==> src/rtl/stream_rr_arb.sv <==
// Round-robin merge of N_SRC valid/ready payload streams with packet locking.
// Output is purely combinational from the inputs and the grant state.
module stream_rr_arb #(
  parameter int  N_SRC    = 4,
  parameter type PLD_TYPE = logic,
  parameter int  ID_W     = (N_SRC > 1) ? $clog2(N_SRC) : 1
) (
  input  logic             clk,
  input  logic             rst,
  input  PLD_TYPE          s_pld [N_SRC],
  input  logic [N_SRC-1:0] s_vld,
  input  logic [N_SRC-1:0] s_last,
  output logic [N_SRC-1:0] s_rdy,
  output PLD_TYPE          m_pld,
  output logic             m_last,
  output logic [ID_W-1:0]  m_id,
  output logic             m_vld,
  input  logic             m_rdy
);

  typedef enum logic [1:0] {IDLE, HOLD, PKT} st_e;

  st_e             r_st, w_st_nxt;
  logic [ID_W-1:0] r_gnt, r_ptr, w_gnt_nxt, w_ptr_nxt;
  logic [ID_W-1:0] w_win, w_sel;
  logic            w_found, w_sel_ok, w_xfer;

  // Modulo-N_SRC increment; never steps into unused codes.
  function automatic logic [ID_W-1:0] inc(input logic [ID_W-1:0] x);
    return (int'(x) == N_SRC - 1) ? '0 : x + ID_W'(1);
  endfunction

  // Scan from ptr downward-last so the first valid index after ptr wins.
  always_comb begin
    w_found = 1'b0;
    w_win   = r_ptr;
    for (int k = N_SRC - 1; k >= 0; k--) begin
      int idx;
      idx = int'(r_ptr) + k;
      if (idx >= N_SRC) idx = idx - N_SRC;
      if (s_vld[idx]) begin
        w_found = 1'b1;
        w_win   = ID_W'(idx);
      end
    end
  end

  always_comb begin
    w_sel    = (r_st == IDLE) ? w_win : r_gnt;
    w_sel_ok = (r_st != IDLE) || w_found;
    m_pld    = s_pld[w_sel];
    m_last   = s_last[w_sel];
    m_id     = w_sel;
    m_vld    = !rst && w_sel_ok && s_vld[w_sel];
    s_rdy    = '0;
    if (!rst && w_sel_ok) s_rdy[w_sel] = m_rdy;
    w_xfer   = m_vld && m_rdy;
  end

  always_comb begin
    w_st_nxt  = r_st;
    w_gnt_nxt = r_gnt;
    w_ptr_nxt = r_ptr;
    case (r_st)
      IDLE: begin
        if (w_found) begin
          if (w_xfer && m_last) begin
            w_ptr_nxt = inc(w_win);
          end else begin
            // Lock the winner: a presented but unaccepted beat must not change.
            w_gnt_nxt = w_win;
            w_st_nxt  = w_xfer ? PKT : HOLD;
          end
        end
      end
      HOLD, PKT: begin
        if (w_xfer) begin
          if (m_last) begin
            w_st_nxt  = IDLE;
            w_ptr_nxt = inc(r_gnt);
          end else begin
            w_st_nxt  = PKT;
          end
        end
      end
      default: w_st_nxt = IDLE;
    endcase
  end

  always_ff @(posedge clk) begin
    if (rst) begin
      r_st  <= IDLE;
      r_gnt <= '0;
      r_ptr <= '0;
    end else begin
      r_st  <= w_st_nxt;
      r_gnt <= w_gnt_nxt;
      r_ptr <= w_ptr_nxt;
    end
  end

endmodule

==> config.mk <==
export PLATFORM = sky130hd
export DESIGN_NAME = stream_rr_arb
export DESIGN_NICKNAME = d
export VERILOG_FILES = /design/src/rtl/stream_rr_arb.sv
export SDC_FILE = /design/constraint.sdc
export NUM_CORES = 1
export LEC_CHECK = 0
export ABC_CLOCK_PERIOD_IN_PS = 5600
export BUFFER_PORTS_ARGS = -buffer_cell sky130_fd_sc_hd__buf_2
export CORE_MARGIN = 4
export CORE_UTILIZATION = 55
export DETAILED_ROUTE_END_ITERATION = 10
export PLACE_DENSITY = 0.83
export SYNTH_ARGS = -nofsm -noshare
export SYNTH_HDL_FRONTEND = slang
export SYNTH_SLANG_ARGS = --single-unit
==> constraint.sdc <==
create_clock -name clk -period 5.6 [get_ports clk]
set_clock_uncertainty 0.15 [all_clocks]
set_input_delay 1.12 -clock clk [delete_from_list [all_inputs] [get_ports clk]]
set_output_delay 1.12 -clock clk [all_outputs]
set_load 0.1 [all_outputs]
==> results.sh, run 1 <==
export IMPL_status="finished clean"
export IMPL_yosys_area_top_type_share=0.139
export IMPL_synth_seq_area_share=0.139
export IMPL_yosysTopAreaCell="dfxtp_1"
export IMPL_peakVddDrop_uv=593
export IMPL_required_ns=4.33
export IMPL_finalCritPeriodShare=0.784
export IMPL_post_cts_resized=0
export IMPL_synth_edf_count=0
export IMPL_layout_nets=163
export IMPL_rows=14
export IMPL_core_um2=1490
export IMPL_path_clk_slew_ns=0.04
export IMPL_setup_violations_final=0
export IMPL_via_count=965
export IMPL_cts_setup_buffers=0
export IMPL_totalWireLength_um=2260
export IMPL_port_buffers=23
export IMPL_io_pins=24
export IMPL_rsz0062_at_grt="no"
export IMPL_cts_path_max_buffers=2
export IMPL_ys_types=47
export IMPL_die_width_um=47.6
export IMPL_yosys_top_cells_count="nor2_1, nand2_1, inv_1, mux2i_1"
export IMPL_fin_ws_ns=1.21
export IMPL_endpoint_kind="primary output"
export IMPL_clockRootBuffer="clkbuf_4"
export IMPL_gr_total_overflow=0
export IMPL_grt_max_degree=24
export IMPL_critPathArrivalTime_ns=3.12
export IMPL_synth_ff_latch_count=6
export IMPL_ant_nets=0
export IMPL_leakage_uw=0.000471
export IMPL_start_util=0.580
export IMPL_dp_hpwl_um=1840
export IMPL_grt_usage=0.219
export IMPL_cp_start_kind="primary input"
export IMPL_synth_ff_type="dfxtp_1"
export IMPL_dr_pass1_iters=4
export IMPL_grt_pass1_wl_um=3600
export IMPL_post_drt_wl_per_cell_um=14.2
export IMPL_stdcell_area_um2=1000
export IMPL_cts_hold_buffers=0
export IMPL_cts_buffers_inserted=3
export IMPL_min_path_type="reg2reg"
export IMPL_p_per_area_nw_per_um2=561
export IMPL_finalCriticalPeriod_ns=4.39
export IMPL_drc=0
export IMPL_place_ws_ns=1.23
export IMPL_drive_gt1_frac=0.259
export IMPL_slew_headroom=0.493
export IMPL_ys_top_cells_by_area="dfxtp_1, mux2i_1, nor2_1, nand2_1, ha_1"
export IMPL_cp_max_fo=9
export IMPL_critPathKind="in2out"
export IMPL_clock_latency_ns=0.24
export IMPL_grt_pass1_vias=852
export IMPL_mappedNetlistNets=139
export IMPL_drt_vias_per_instance=6.07
export IMPL_synth_most_common_cell="nor2_1"
export IMPL_dpl_cell_area_um2=982
export IMPL_setup_tns_ns=0
export IMPL_gp_congestion=0.849
export IMPL_placedCellCount=156
export IMPL_syn_area_um2=863
export IMPL_die_h_um=47.6
export IMPL_avgSynthCellArea_um2=7.13
export IMPL_fin_cells=159
export IMPL_antenna_found_initial=0
export IMPL_worstMarginPinSlew_ns=0.760
export IMPL_cap_viol_max_count=0
export IMPL_syn_inst=121
export IMPL_ys_warn_count=0
export IMPL_die_area_um2=2270
export IMPL_max_freq_mhz=228
export IMPL_cts_max_level=1
export IMPL_whs_ns=0.336
export IMPL_clock_sinks=6
export IMPL_timing_hold_violations_final=0
export IMPL_async_flop_share=0
export IMPL_fillers=122
export IMPL_drv_slew=0
export IMPL_area_delta_synth_final_pct=16.4
export IMPL_diodes=0
export IMPL_initialDrtViolationCount=33
export IMPL_cts_tree="done"
final cells by class:
cell class,count,area [um2],area share
clock buffer,3,22.5,0.0224
multi-input combinational,102,693,0.690
sequential,6,120,0.120
inverter,9,33.8,0.0336
timing repair buffer,23,115,0.115
tap,16,20.0,0.0199
power by group:
part,total (uW),switching (uW),internal (uW)
Sequential,73.0,16.7,56.4
Clock,37.1,13.0,24.1
Combinational,453,334,119
Total,563,364,199
cell usage in the layout (no fill, tap or decap), types with 2 or more instances in the layout:
cell type,count
nor3_1,4
a211oi_1,3
inv_1,7
nor2_1,15
nor2b_1,6
nand4_1,2
a22oi_1,2
dfxtp_1,6
or3_1,2
clkbuf_4,3
o21ai_0,3
ha_1,3
and3_1,2
a311oi_1,2
mux2_1,2
o21ai_1,4
mux2i_1,7
buf_2,23
o21ai_2,2
inv_2,2
nand2_1,14
o21a_1,2
a21oi_1,4
logic make-up (layout without fill, tap and decap cells):
logic type      count (synthesis)  after routing  share of synthesized area
xor+xnor                        1              1                     0.0101
buf+inv                        13             35                     0.0580
fa+ha+maj                       3              3                     0.0435
compound gates                 36             36                      0.326
simple gates                   53             53                      0.316
flops                           6              6                      0.139
mux                             9              9                      0.107
path summary, 6_finish.rpt:
| kind | from | endpoint | slack (ns) | depth (start not counted) |
|---|---|---|---|---|
| max | s_vld[3] | m_pld | 1.21 | 10 |
| min | r_ptr[0]$_SDFFE_PP0P_ | r_ptr[0]$_SDFFE_PP0P_ | 0.34 | 2 |
| max reg2reg | r_st[0]$_SDFFE_PP0P_ | r_ptr[1]$_SDFFE_PP0P_ | 2.48 | 8 |
| min reg2reg | r_ptr[0]$_SDFFE_PP0P_ | r_ptr[0]$_SDFFE_PP0P_ | 0.34 | 2 |
flip-flops by register name, indices dropped and copies added, names as in the netlist:
signal	flops
r_st	2
r_gnt	2
r_ptr	2
metrics by stage:
| stage | power, uW | utilization |
|---|---|---|
| final | 563 | 0.675 |
| after CTS | 564 | 0.675 |
| after detailed placement | 524 | 0.660 |
| after global placement | 514 | 0.660 |
| after global routing | 601 | 0.675 |
| after floorplan | 452 | - |
critical path, cell delays in order:
cell and delay, ns:
buf_2 0.15, or3_1 0.39, o21a_1 0.15, nand2_2 0.08
nand2_1 0.10, a21oi_1 0.26, inv_1 0.16, mux2i_1 0.15
mux2i_1 0.12, buf_2 0.44
per-layer routing:
metal  up-vias  routed length (um)  GRT usage
met5         -                   0          0
met4         0                  30      0.102
met3         6                  77     0.0301
met2        30                1200      0.366
met1       437                 954      0.276
li1        492                   -          -
Note: power is estimated with default switching activity, not from simulation.
==> inputs of run 2 (changes only) <==
Settings changed: ABC_CLOCK_PERIOD_IN_PS 5600 to 3700, CORE_UTILIZATION 55 to 46, PLACE_DENSITY 0.83 to 0.74.
Clock period 5.6 ns to 3.7 ns, I/O delays scaled along.
==> results.sh, run 2 (synthesized netlist as in run 1, its figures left out) <==
export IMPL_status="finished clean"
export IMPL_path_clk_slew_ns=0.04
export IMPL_dp_hpwl_um=2020
export IMPL_grt_max_degree=16
export IMPL_cts_tree="done"
export IMPL_timing_hold_violations_final=0
export IMPL_path_cells="buf_2 > and2b_1 > o21ai_1 > a41oi_1 > nor3_1 > a211oi_2 > buf_12"
export IMPL_max_freq_mhz=287
export IMPL_path_delay_family="compound AO/OA/AOI/OAI gates"
export IMPL_rows=15
export IMPL_endpoint_kind="primary output"
export IMPL_gr_total_overflow=0
export IMPL_cp_slowest_cell="a41oi_1"
export IMPL_start_util=0.495
export IMPL_via_count=1003
export IMPL_initialDrtViolationCount=31
export IMPL_leakage_uw=0.000493
export IMPL_critPathArrivalTime_ns=2.60
export IMPL_diodes=0
export IMPL_grt_usage=0.202
export IMPL_cts_max_level=1
export IMPL_ant_nets=0
export IMPL_worstMarginPinSlew_ns=0.737
export IMPL_max_stage_delay_ns=0.67
export IMPL_die_width_um=51.3
export IMPL_whs_ns=0.337
export IMPL_cp_start_kind="primary input"
export IMPL_peakVddDrop_uv=575
export IMPL_gp_congestion=0.854
export IMPL_final_cell_mix="buf_2, nor2_1, nand2_1"
export IMPL_setup_tns_ns=0
export IMPL_grt_pass1_vias=970
export IMPL_cp_max_fo=7
export IMPL_reg_largest_list="r_gnt x2, r_ptr x2, r_st x2"
export IMPL_post_drt_wl_per_cell_um=14.6
export IMPL_cts_hold_buffers=0
export IMPL_stdcell_area_um2=1160
export IMPL_cap_viol_max_count=0
export IMPL_post_cts_resized=0
export IMPL_finalCriticalPeriod_ns=3.49
export IMPL_grt_pass1_wl_um=4060
export IMPL_rsz0062_at_grt="no"
export IMPL_dpl_cell_area_um2=1140
export IMPL_die_area_um2=2630
export IMPL_clock_sinks=6
export IMPL_cts_setup_buffers=0
export IMPL_dr_pass1_iters=4
export IMPL_io_pins=24
export IMPL_totalWireLength_um=2460
export IMPL_die_h_um=51.3
export IMPL_final_util=0.667
export IMPL_placedCellCount=166
export IMPL_finalCritPeriodShare=0.943
export IMPL_core_um2=1750
export IMPL_critPathKind="in2out"
export IMPL_cts_buffers_inserted=3
export IMPL_p_per_area_nw_per_um2=869
export IMPL_layout_nets=164
export IMPL_min_path_type="reg2reg"
export IMPL_area_delta_synth_final_pct=34.9
export IMPL_clockRootBuffer="clkbuf_4"
export IMPL_drc=0
export IMPL_layout_commonest_cell="buf_2"
export IMPL_drt_vias_per_instance=5.93
export IMPL_drv_slew=0
export IMPL_cts_path_max_buffers=2
export IMPL_setup_violations_final=0
export IMPL_slew_headroom=0.502
export IMPL_clock_latency_ns=0.24
export IMPL_port_buffers=23
export IMPL_required_ns=2.81
export IMPL_critPathBufInv=2
export IMPL_antenna_found_initial=0
export IMPL_drive_gt1_frac=0.333
export IMPL_fin_cells=169
[run 2: cell types whose count changed in the layout (fill, tap and decap cells not counted), sizes merged]
cell / delta
buf: +1
clkinvlp: +1
inv: -1
[run 2: final cells by class]
type                    count  area, um2
multi-input cells         102        756
clock buffers               3       22.5
well taps                  25       31.3
repair buffers             24        198
inverters                   9       37.5
fillers                   156        581
flip-flops and latches      6        120
[run 2: per-layer routing]
metal  wire (um)  track usage
met3         122       0.0233
met1        1010        0.243
met5           0            0
met2        1230        0.333
met4         106        0.140
[run 2: path summary, 6_finish.rpt]
kind	slack [ns]	end	cells after the start	from
worst max-delay path	0.21	m_vld	7	s_vld[2]
worst min-delay path	0.34	r_st[1]$_SDFFE_PP0P_	2	r_st[1]$_SDFFE_PP0P_
worst max register to register	0.72	r_ptr[1]$_SDFFE_PP0P_	9	r_st[0]$_SDFFE_PP0P_
worst min register to register	0.34	r_st[1]$_SDFFE_PP0P_	2	r_st[1]$_SDFFE_PP0P_
[run 2: report_power, final]
group          switching [uW]  leakage [uW]  internal, uW
clock                    21.8     0.0000138          36.6
combinational             556      0.000430           288
sequential               25.3     0.0000491          85.3
[run 2: metrics by stage]
step / total power (uW) / setup WS, ns
2_1_floorplan: 743 / -0.245
3_3_place_gp: 938 / 0.230
3_5_place_dp: 952 / 0.223
4_1_cts: 1020 / 0.221
5_1_grt: 1080 / 0.0736
6_report: 1010 / 0.212
[run 2: worst reg2reg max path, stage by stage, from the launching register on]
cell and delay, ns:
dfxtp_1 0.37, inv_1 0.06, ha_1 0.36, nor2b_1 0.46, a22oi_1 0.11, o21ai_0 0.11
a211oi_1 0.11, or4b_4 0.60, a21oi_4 0.19, mux2_1 0.33
